$ cat config.mk
export PLATFORM = sky130hd
export DESIGN_NAME = hbridge_driver
export DESIGN_NICKNAME = d
export VERILOG_FILES = /design/src/rtl/hbridge_driver.sv
export SDC_FILE = /design/constraint.sdc
export NUM_CORES = 1
export LEC_CHECK = 0
export CORE_AREA = 5 5 52 54
export CTS_BUF_LIST = sky130_fd_sc_hd__clkbuf_8
export CTS_CLUSTER_SIZE = 25
export DETAILED_ROUTE_END_ITERATION = 7
export DIE_AREA = 0 0 57 59
export GPL_ROUTABILITY_DRIVEN = 0
export PLACE_DENSITY = 0.73
export SETUP_SLACK_MARGIN = 0.05
export SLEW_MARGIN = 0
export SYNTH_ARGS = -nofsm -noshare
export SYNTH_HDL_FRONTEND = slang
export SYNTH_SLANG_ARGS = --single-unit
$ cat constraint.sdc
create_clock -name clk -period 3.5 [get_ports clk]
set_input_delay 1.05 -clock clk [delete_from_list [all_inputs] [get_ports clk]]
set_output_delay 1.05 -clock clk [all_outputs]
set_load 0.01 [all_outputs]
$ cat src/rtl/hbridge_driver.sv
// H-bridge gate driver: two half-bridge legs, each with a dead-time FSM that
// guarantees both gates of a leg are off for DEAD_CYCLES clocks between
// complementary conductions. Gate and busy outputs are registered.

module hbridge_leg #(
  parameter int unsigned DEAD_CYCLES = 50
) (
  input  logic clk,
  input  logic clr,
  input  logic req_high_i,
  input  logic req_low_i,
  output logic h_o,
  output logic l_o,
  output logic dead_next_o
);

  localparam int unsigned CW = $clog2(DEAD_CYCLES + 1);

  typedef enum logic [1:0] {
    S_OFF  = 2'd0,
    S_HIGH = 2'd1,
    S_LOW  = 2'd2,
    S_DEAD = 2'd3
  } state_t;

  state_t        state_q, state_d;
  logic [CW-1:0] cnt_q, cnt_d;
  logic          h_q, l_q;

  // Next-state logic: any departure from a conducting state goes through DEAD
  always_comb begin
    state_d = state_q;
    cnt_d   = cnt_q;
    case (state_q)
      S_OFF: begin
        if (req_high_i) begin
          state_d = S_HIGH;
        end else if (req_low_i) begin
          state_d = S_LOW;
        end else begin
          state_d = S_OFF;
        end
      end
      S_HIGH: begin
        if (req_high_i) begin
          state_d = S_HIGH;
        end else begin
          state_d = S_DEAD;
          cnt_d   = CW'(DEAD_CYCLES - 1);
        end
      end
      S_LOW: begin
        if (req_low_i) begin
          state_d = S_LOW;
        end else begin
          state_d = S_DEAD;
          cnt_d   = CW'(DEAD_CYCLES - 1);
        end
      end
      S_DEAD: begin
        // Full dead period always runs; request is only sampled on the last cycle
        if (cnt_q == {CW{1'b0}}) begin
          if (req_high_i) begin
            state_d = S_HIGH;
          end else if (req_low_i) begin
            state_d = S_LOW;
          end else begin
            state_d = S_OFF;
          end
        end else begin
          cnt_d = cnt_q - CW'(1);
        end
      end
      default: begin
        state_d = S_OFF;
        cnt_d   = {CW{1'b0}};
      end
    endcase
  end

  // State, dead counter and gate registers; gates decode the state being entered
  always_ff @(posedge clk or negedge clr) begin
    if (!clr) begin
      state_q <= S_OFF;
      cnt_q   <= {CW{1'b0}};
      h_q     <= 1'b0;
      l_q     <= 1'b0;
    end else begin
      state_q <= state_d;
      cnt_q   <= cnt_d;
      h_q     <= (state_d == S_HIGH);
      l_q     <= (state_d == S_LOW);
    end
  end

  assign h_o         = h_q;
  assign l_o         = l_q;
  assign dead_next_o = (state_d == S_DEAD);

endmodule

module hbridge_driver #(
  parameter int unsigned DEAD_CYCLES = 50
) (
  input  logic clk,
  input  logic clr,
  input  logic pwm,
  input  logic en,
  input  logic dir,
  input  logic brake,
  output logic ah,
  output logic al,
  output logic bh,
  output logic bl,
  output logic busy
);

  logic a_high_s, a_low_s, b_high_s, b_low_s;
  logic a_dead_next_s, b_dead_next_s;
  logic busy_q;

  // Per-cycle leg requests from the control inputs (both low = OFF)
  always_comb begin
    a_high_s = 1'b0;
    a_low_s  = 1'b0;
    b_high_s = 1'b0;
    b_low_s  = 1'b0;
    if (!en) begin
      a_low_s = 1'b0;
    end else if (brake) begin
      a_low_s = 1'b1;
      b_low_s = 1'b1;
    end else if (dir) begin
      a_high_s = pwm;
      a_low_s  = ~pwm;
      b_low_s  = 1'b1;
    end else begin
      a_low_s  = 1'b1;
      b_high_s = pwm;
      b_low_s  = ~pwm;
    end
  end

  hbridge_leg #(.DEAD_CYCLES(DEAD_CYCLES)) u_leg_a (
    .clk         (clk),
    .clr         (clr),
    .req_high_i  (a_high_s),
    .req_low_i   (a_low_s),
    .h_o         (ah),
    .l_o         (al),
    .dead_next_o (a_dead_next_s)
  );

  hbridge_leg #(.DEAD_CYCLES(DEAD_CYCLES)) u_leg_b (
    .clk         (clk),
    .clr         (clr),
    .req_high_i  (b_high_s),
    .req_low_i   (b_low_s),
    .h_o         (bh),
    .l_o         (bl),
    .dead_next_o (b_dead_next_s)
  );

  // Busy flag registered alongside the gates so it lines up with them
  always_ff @(posedge clk or negedge clr) begin
    if (!clr) begin
      busy_q <= 1'b0;
    end else begin
      busy_q <= a_dead_next_s | b_dead_next_s;
    end
  end

  assign busy = busy_q;

endmodule

==> results of run 1 <==
-- worst min-delay path by stage --
| stage | end | cells past startpoint | slack (ns) |
|---|---|---|---|
| 6_report | u_leg_b.cnt_q[5] | 1 | 0.48 |
| 5_1_grt | u_leg_b.cnt_q[5] | 1 | 0.53 |
| 4_1_cts | u_leg_b.cnt_q[5] | 1 | 0.49 |
| 3_5_place_dp | u_leg_b.cnt_q[5] | 1 | 0.48 |
| 3_3_place_gp | u_leg_b.cnt_q[5] | 1 | 0.48 |
| 2_1_floorplan | u_leg_b.cnt_q[5] | 1 | 0.45 |
-- worst reg2reg max path: cells and delay by family, from the launching register on --
kind,cells,cell delay [ns]
AO/OA/AOI/OAI,2,0.75
AND/OR/NAND/NOR,2,0.23
buffers and inverters,1,0.09
flip-flops,1,0.46
adder cells (fa/ha/maj),1,0.20
-- where the power goes --
| group | switching (uW) | internal (uW) |
|---|---|---|
| clock | 79.7 | 79.3 |
| combinational | 93.0 | 102 |
| sequential | 49.8 | 284 |
-- per-stage QoR --
stage	hold slack (ns)	setup slack, ns	util, %	area [um2]
after floorplan	0.446	1.33	-	1120
after global routing	0.533	0.941	60.0	1300
after CTS	0.487	1.03	60.0	1300
final	0.484	1.03	60.0	1300
after global placement	0.482	0.795	57.8	1250
after detailed placement	0.480	0.751	57.8	1250
-- metal layers --
layer  global-route usage [%]  vias up  wire length [um]
met4                     7.95        0                51
met3                     3.49        5                97
met2                     21.7       22               926
met5                        0        -                 0
li1                         -      426                 -
met1                     17.8      391              1040
-- cells by family (layout without fill, tap and decap cells) --
logic type | count (synthesis) | in the layout | share of synthesized area (%)
mux | 1 | 1 | 0.897
xor+xnor | 2 | 2 | 1.57
fa+ha+maj | 4 | 4 | 4.48
simple gates | 40 | 40 | 21.9
flops | 21 | 21 | 47.1
compound gates | 30 | 30 | 20.7
buf+inv | 10 | 24 | 3.36
-- synth_stat cells (all sizes together), types with 3 or more instances --
cell type  count  area share [%]
dfrtp         21              47
nand2         10             3.4
nor2           7             2.6
nor3b          6             4.5
ha             4             4.5
nand3          3             1.3
o311ai         3             2.4
a21oi          5             2.2
o31ai          5             3.4
a21o           3             2.1
inv            9             3.0
-- placed cells by master, fill, tap and decap left out, types with 2 or more instances in the layout --
cell and instances:
inv_1 9, o21ai_0 2, o41ai_1 2, clkbuf_8 3, a211o_1 2, nor2_1 6
o2bb2ai_1 2, dfrtp_1 21, clkdlybuf4s50_1 10, a21o_1 2, ha_1 4, o311ai_0 3
nand2_1 10, a21oi_1 5, nor3b_1 5, nor3_1 2, nand3_1 3, o31ai_1 5
xnor2_1 2
-- state kept, by name (all words and copies together) (netlist names) --
name	flops
u_leg_b.l_o	1
u_leg_b.state_q	2
u_leg_b.cnt_q	6
busy	1
u_leg_a.cnt_q	6
u_leg_b.h_o	1
u_leg_a.l_o	1
u_leg_a.h_o	1
u_leg_a.state_q	2
-- final cells by class --
class / count / area, um2 / area share (%)
Clock buffer: 3 / 41.3 / 3.17
Clock inverter: 1 / 5.00 / 0.385
Inverter: 9 / 33.8 / 2.60
Multi-Input combinational cell: 77 / 553 / 42.5
Sequential cell: 21 / 526 / 40.4
Tap cell: 28 / 35.0 / 2.69
Timing Repair Buffer: 11 / 108 / 8.27
==> reports/results.tsv, run 1 <==
stage	metric	value	unit
timing	timing.final.crit_share	70.5	%
route	dr.pass1.iters	4	
clock_network	cts_root_buf	clkbuf_8	
setup_path	worstReg2RegStart	u_leg_b.cnt_q[0]	
clock_network	cts.clk_slew.worst_paths	0.07	ns
layout	finalNetCount	133	
clock_network	post_cts_buffers	0	
clock_network	cts_tree	built	
place	hpwl	1520	um
timing	fin_tns_setup	0	ns
setup_path	end_kind	flop	
clock_network	cts_buffer_depth	2	
yosys	synth_edf_count	0	
route	vias	844	
timing	worstMarginPinSlew	0.364	ns
die	die_x	57	um
timing	drv_slew	0	
route	viasPerCell	5.63	
layout	n_antenna_cell	0	
yosys	synth_nets	118	
place	placed_cells	146	
timing	max-slew-margin-rel	75.4	%
timing	clock_skew	0.00797	ns
yosys	yosysUniqueCellTypes	40	
setup_path	r2r_cells	6	
setup_path	arrival	2.61	ns
route	wirelength	2110	um
place	io_buffers	10	
die	initial_utilization	51.4	%
yosys	async_reset_ff_share	100	%
die	dieArea	3360	um2
setup_path	r2r_slack	1.67	ns
yosys	syn_inst	108	
setup_path	critPathBufInv	1	
timing	report.final.hold_viol_count	0	
clock_network	clk_latency	0.26	ns
layout	instances_no_fill	150	
clock_network	cts_buffers	3	
setup_path	path_depth	5	
timing	setup_viol	0	
timing	period_minus_slack	2.47	ns
setup_path	cp_slowest_cell	clkdlybuf4s50_1	
die	row_count	17	
worst_hold_path	min_from	u_leg_b.cnt_q[5]	
yosys	synth_warnings	0	
pwr	vdd_ir_drop_max	0.000392	V
route	drc	0	
setup_path	path_delay_family	compound AO/OA/AOI/OAI gates	
route	drtIter0Drc	10	
route	avgRoutedWirePerCell	14.1	um
setup_path	crit_required	3.64	ns
worst_hold_path	hold_class	flop to flop	
clock_network	cts_resized	0	
timing	rsz0062_at_grt	false	
global_routing	antenna_found_initial	0	
setup_path	setup.worst_path.start	pwm	
setup_path	endpoint	u_leg_b.cnt_q[2]	
setup_path	cp_cell_sequence	clkdlybuf4s50_1, nor3b_2, nor3b_1, a311o_2, a211o_1	
yosys	synth_area	1120	um2
yosys	synth.avg_cell_area	10.3	um2
global_routing	grt.overflow.total	0	
global_routing	grt_pass1_wl	3660	um
global_routing	grt_max_degree	22	
pwr	p_per_area	529	nW/um2
setup_path	start_kind	input port	
yosys	ys.flop_type	dfrtp_1	
layout	drive_gt1_share	12.3	%
run	maxCapViolCount	0	
setup_path	crit_type	input port to flop	
global_routing	grt_use_total	14.0	%
clock_network	ctsHoldBuffers	0	
yosys	yosys_register_bits	21	
setup_path	critical_path.max_stage_delay	0.52	ns
die	boundaryPins	11	
layout	syn2layout_area_growth	16.6	%
route	antenna_left	0	
die	die_y	59	um
timing	fmax	0.405	GHz
die	core_area	2170	um2
setup_path	crit_path_max_fanout	7	
pwr	p_leak	0.000609	uW
setup_path	r2r_end	u_leg_b.cnt_q[2]	
yosys	seq_area_frac_synth	47.1	%
clock_network	htreeDepth	1	
pwr	p_total	688	uW
layout	fill_cells	207	
outcome	outcome	complete, no violations	
clock_network	clock-sinks	21	
global_routing	grt_pass1_vias	833	
Note: power is estimated with default switching activity, not from simulation.
==> inputs of run 2 (changes only) <==
==> constraint.sdc (replaced) <==
create_clock -name clk -period 2.55 [get_ports clk]
set_input_delay 0.765 -clock clk [delete_from_list [all_inputs] [get_ports clk]]
set_output_delay 0.765 -clock clk [all_outputs]
set_load 0.01 [all_outputs]
==> reports/results.tsv, run 2 (same netlist as run 1, synthesis figures left out) <==
stage	metric	value	unit
clock_network	cts_buffers	3	
global_routing	grt_pass1_wl	3860	um
clock_network	clock-sinks	21	
worst_hold_path	hold_path_depth	1	
route	wirelength	2120	um
timing	max-slew-margin-rel	75.2	%
route	dr.pass1.iters	4	
die	die_x	57	um
global_routing	grt_pass1_vias	860	
setup_path	r2r_cells	6	
timing	clock_skew	0.00378	ns
worst_hold_path	min_from	u_leg_b.cnt_q[5]	
route	drc	0	
timing	fin_hold_ws	0.488	ns
run	maxCapViolCount	0	
route	drtIter0Drc	18	
clock_network	post_cts_buffers	0	
setup_path	crit_required	2.70	ns
global_routing	grt_max_degree	22	
global_routing	antenna_found_initial	0	
layout	multi_input_area	553	um2
setup_path	crit_path_max_fanout	7	
setup_path	crit_type	input port to flop	
setup_path	start_kind	input port	
die	die_y	59	um
clock_network	htreeDepth	1	
layout	seqCellArea	526	um2
layout	final_cell_mix	dfrtp_1 (21), nand2_1 (10), clkdlybuf4s50_1 (10)	
layout	syn2layout_area_growth	17.3	%
setup_path	worstReg2RegStart	u_leg_b.cnt_q[0]	
route	avgRoutedWirePerCell	14.0	um
clock_network	ctsHoldBuffers	0	
setup_path	arrival	2.35	ns
layout	reg.largest.list	u_leg_a.cnt_q (6), u_leg_b.cnt_q (6)	
clock_network	cts_root_buf	clkbuf_8	
clock_network	cts_tree	built	
place	hpwl	1540	um
timing	fin_tns_setup	0	ns
route	antenna_left	0	
layout	n_antenna_cell	0	
clock_network	clk_latency	0.26	ns
pwr	p_leak	0.000614	uW
pwr	p_per_area	720	nW/um2
layout	final_common_cell	dfrtp_1	
timing	setup_viol	0	
timing	report.final.hold_viol_count	0	
setup_path	setup.worst_path.start	pwm	
clock_network	cts_resized	0	
die	boundaryPins	11	
die	dieArea	3360	um2
timing	worstMarginPinSlew	0.369	ns
timing	timing.final.crit_share	86.4	%
outcome	outcome	complete, no violations	
place	io_buffers	10	
global_routing	grt.overflow.total	0	
timing	rsz0062_at_grt	false	
timing	drv_slew	0	
die	row_count	17	
pwr	vdd_ir_drop_max	0.000517	V
clock_network	cts_buffer_depth	2	
layout	fill_cells	202	
die	core_area	2170	um2
die	initial_utilization	51.4	%
setup_path	end_kind	flop	
route	viasPerCell	5.82	
clock_network	cts.clk_slew.worst_paths	0.08	ns
worst_hold_path	hold_class	flop to flop	
layout	finalNetCount	134	
timing	fmax	0.454	GHz
layout	drive_gt1_share	13.0	%
timing	period_minus_slack	2.20	ns
global_routing	grt_use_total	14.5	%
route	vias	879	
==> run 2: final cells by class <==
| cell class | count | share of cell area, % |
|---|---|---|
| Sequential cell | 21 | 40.2 |
| Timing Repair Buffer | 12 | 8.80 |
| Clock inverter | 1 | 0.382 |
| Inverter | 9 | 2.58 |
| Clock buffer | 3 | 3.15 |
| Multi-Input combinational cell | 77 | 42.3 |
| Tap cell | 28 | 2.68 |
==> run 2: per-layer routing <==
metal  vias up  global-route usage (%)  wire [um]
met4         0                    6.95         40
li1        433                       -          -
met5         -                       0          0
met1       425                    18.3       1000
met3         4                    2.83        111
met2        17                    24.0        962
==> run 2: path summary, 6_finish.rpt <==
path / end / slack (ns)
setup / recovery: u_leg_b.cnt_q[2] / 0.35
hold / removal: u_leg_b.cnt_q[5] / 0.49
setup reg to reg: u_leg_b.cnt_q[2] / 0.72
hold reg to reg: u_leg_b.cnt_q[5] / 0.49
max in group asynchronous: u_leg_b.cnt_q[3] / 1.49
min in group asynchronous: u_leg_a.h_o / 0.85
==> run 2: report_power, final <==
part	internal (uW)	switching [uW]	total (uW)
clock network	109	108	217
logic	139	127	266
registers	390	69.1	459
==> run 2: worst max-delay path, cell delays in order <==
cell and delay (ns):
clkdlybuf4s50_1 0.53, nor3b_2 0.24, nor3b_1 0.08, a311o_2 0.43
a211o_1 0.31
==> run 2: stage by stage <==
| step | instances | power, uW | util [%] | setup slack [ns] | cell area, um2 |
|---|---|---|---|---|---|
| finish | 151 | 943 | 60.3 | 0.348 | 1310 |
| global route | 151 | 1010 | 60.3 | 0.263 | 1310 |
| CTS | 151 | 951 | 60.3 | 0.361 | 1310 |
| detailed placement | 147 | 733 | 58.2 | 0.0967 | 1260 |
| global placement | 147 | 720 | 58.2 | 0.135 | 1260 |
| floorplan | 108 | 652 | - | 0.665 | 1120 |
==> inputs of run 3 (changes only) <==
--- a/config.mk
+++ b/config.mk
@@ -11,7 +11,7 @@
 export DETAILED_ROUTE_END_ITERATION = 7
 export DIE_AREA = 0 0 57 59
 export GPL_ROUTABILITY_DRIVEN = 0
-export PLACE_DENSITY = 0.73
+export PLACE_DENSITY = 0.84
 export SETUP_SLACK_MARGIN = 0.05
 export SLEW_MARGIN = 0
 export SYNTH_ARGS = -nofsm -noshare
==> reports/results.tsv, run 3 (same netlist as run 1, synthesis figures left out) <==
stage	metric	value	unit
global_routing	grt_max_degree	22	
clock_network	clk_latency	0.26	ns
pwr	p_per_area	717	nW/um2
route	drc	0	
global_routing	grt_pass1_wl	3630	um
global_routing	grt_busiest_layer	met2	
run	maxCapViolCount	0	
timing	max-slew-margin-rel	72.7	%
setup_path	start_kind	input port	
setup_path	crit_path_max_fanout	7	
route	vias	867	
pwr	combPwrFrac	28.5	%
timing	fmax	0.460	GHz
global_routing	met2_usage	23.2	%
clock_network	cts.clk_slew.worst_paths	0.07	ns
route	avgRoutedWirePerCell	13.5	um
setup_path	crit_type	input port to flop	
outcome	outcome	complete, no violations	
global_routing	gr-usage-met1	16.6	%
pwr	switchingPower	299	uW
pwr	p_total	937	uW
pwr	power_frac_seq	48.9	%
place	io_buffers	10	
place	placed_area	1260	um2
timing	worstMarginPinSlew	0.404	ns
route	wirelength	2040	um
setup_path	setup.worst_path.start	pwm	
timing	setup_viol	0	
setup_path	arrival	2.32	ns
pwr	vdd_ir_drop_max	0.000572	V
die	die_y	59	um
die	boundaryPins	11	
setup_path	endpoint	u_leg_b.cnt_q[2]	
worst_hold_path	hold_class	flop to flop	
pwr	swShare	31.9	%
layout	final_cell_mix	dfrtp_1 (21), inv_1 (10), nand2_1 (10), clkdlybuf4s50_1 (10), nor2_1 (6)	
clock_network	htreeDepth	1	
timing	fin_tns_setup	0	ns
layout	n_antenna_cell	0	
timing	timing.final.crit_share	85.2	%
layout	instances_no_fill	151	
clock_network	post_cts_buffers	0	
setup_path	crit_required	2.70	ns
place	placed_cells	147	
setup_path	r2r_cells	6	
setup_path	worstReg2RegStart	u_leg_b.cnt_q[0]	
clock_network	cts_root_buf	clkbuf_8	
clock_network	cts_buffer_depth	2	
clock_network	cts_buffers	3	
die	initial_utilization	51.4	%
layout	finalInstanceArea	1310	um2
global_routing	grt_use_met3	2.83	%
clock_network	ctsHoldBuffers	0	
global_routing	grt_use_total	13.6	%
clock_network	cts_resized	0	
route	drtIter0Drc	6	
route	antenna_left	0	
layout	syn2layout_area_growth	17.2	%
layout	drive_gt1_share	12.2	%
die	row_count	17	
route	viasPerCell	5.74	
timing	drv_slew	0	
die	dieArea	3360	um2
pwr	intPower	638	uW
timing	clock_skew	0.00166	ns
die	core_area	2170	um2
layout	reg.largest.list	u_leg_a.cnt_q (6), u_leg_b.cnt_q (6)	
pwr	pwr-share-clk	22.6	%
setup_path	r2r_end	u_leg_b.cnt_q[2]	
setup_path	end_kind	flop	
global_routing	grt.overflow.total	0	
layout	final_common_cell	dfrtp_1	
layout	fill_cells	199	
clock_network	cts_tree	built	
die	die_x	57	um
global_routing	grt_pass1_vias	849	
layout	finalNetCount	134	
setup_path	r2r_slack	0.73	ns
timing	report.final.hold_viol_count	0	
clock_network	clock-sinks	21	
route	dr.pass1.iters	4	
pwr	p_leak	0.000615	uW
global_routing	antenna_found_initial	0	
timing	period_minus_slack	2.17	ns
timing	rsz0062_at_grt	false	
place	hpwl	1450	um
## run 3: cell types whose count changed in the layout (fill, tap and decap cells not counted)
| cell | before | now |
|---|---|---|
| inv_1 | 9 | 10 |
| clkinv_2 | 1 | 0 |
## run 3: cell type report
cell class	count	area [um2]	area share [%]
multi-input cells	77	553	42.3
clock buffers	3	41.3	3.16
repair buffers	12	115	8.80
clock inverters	1	3.75	0.287
flip-flops and latches	21	526	40.2
inverters	9	33.8	2.58
well taps	28	35.0	2.68
## run 3: power groups by stage
| stage | Clock [uW] | Sequential (uW) | Combinational [uW] |
|---|---|---|---|
| after floorplan | 0 | 450 | 202 |
| after global placement | 0 | 461 | 256 |
| after detailed placement | 0 | 464 | 268 |
| after CTS | 220 | 457 | 272 |
| after global routing | 235 | 473 | 306 |
| final | 212 | 458 | 267 |
## run 3: metrics by stage
stage | hold WS [ns] | util [%] | worst slack (ns)
2_1_floorplan | 0.446 | - | 0.665
6_report | 0.487 | 60.3 | 0.376
3_5_place_dp | 0.478 | 58.2 | 0.110
4_1_cts | 0.489 | 60.3 | 0.383
3_3_place_gp | 0.480 | 58.2 | 0.135
5_1_grt | 0.524 | 60.3 | 0.325
## run 3: critical path, stage by stage
cell	delay, ns
clkdlybuf4s50_1	0.51
nor3b_2	0.24
nor3b_1	0.07
a311o_2	0.42
a211o_1	0.31
## run 3: layer usage
| layer | wire (um) | vias up |
|---|---|---|
| met5 | 0 | - |
| met4 | 25 | 0 |
| met3 | 71 | 2 |
| met2 | 989 | 11 |
| met1 | 950 | 422 |
| li1 | - | 432 |
## run 3: worst min path at each step
stage	startpoint	to	slack [ns]	depth (start not counted)
after floorplan	u_leg_b.cnt_q[5]	u_leg_b.cnt_q[5]	0.45	1
after CTS	u_leg_b.cnt_q[5]	u_leg_b.cnt_q[5]	0.49	1
after detailed placement	u_leg_b.cnt_q[5]	u_leg_b.cnt_q[5]	0.48	1
after global routing	u_leg_b.cnt_q[5]	u_leg_b.cnt_q[5]	0.52	1
final	u_leg_b.cnt_q[5]	u_leg_b.cnt_q[5]	0.49	1
after global placement	u_leg_b.cnt_q[5]	u_leg_b.cnt_q[5]	0.48	1
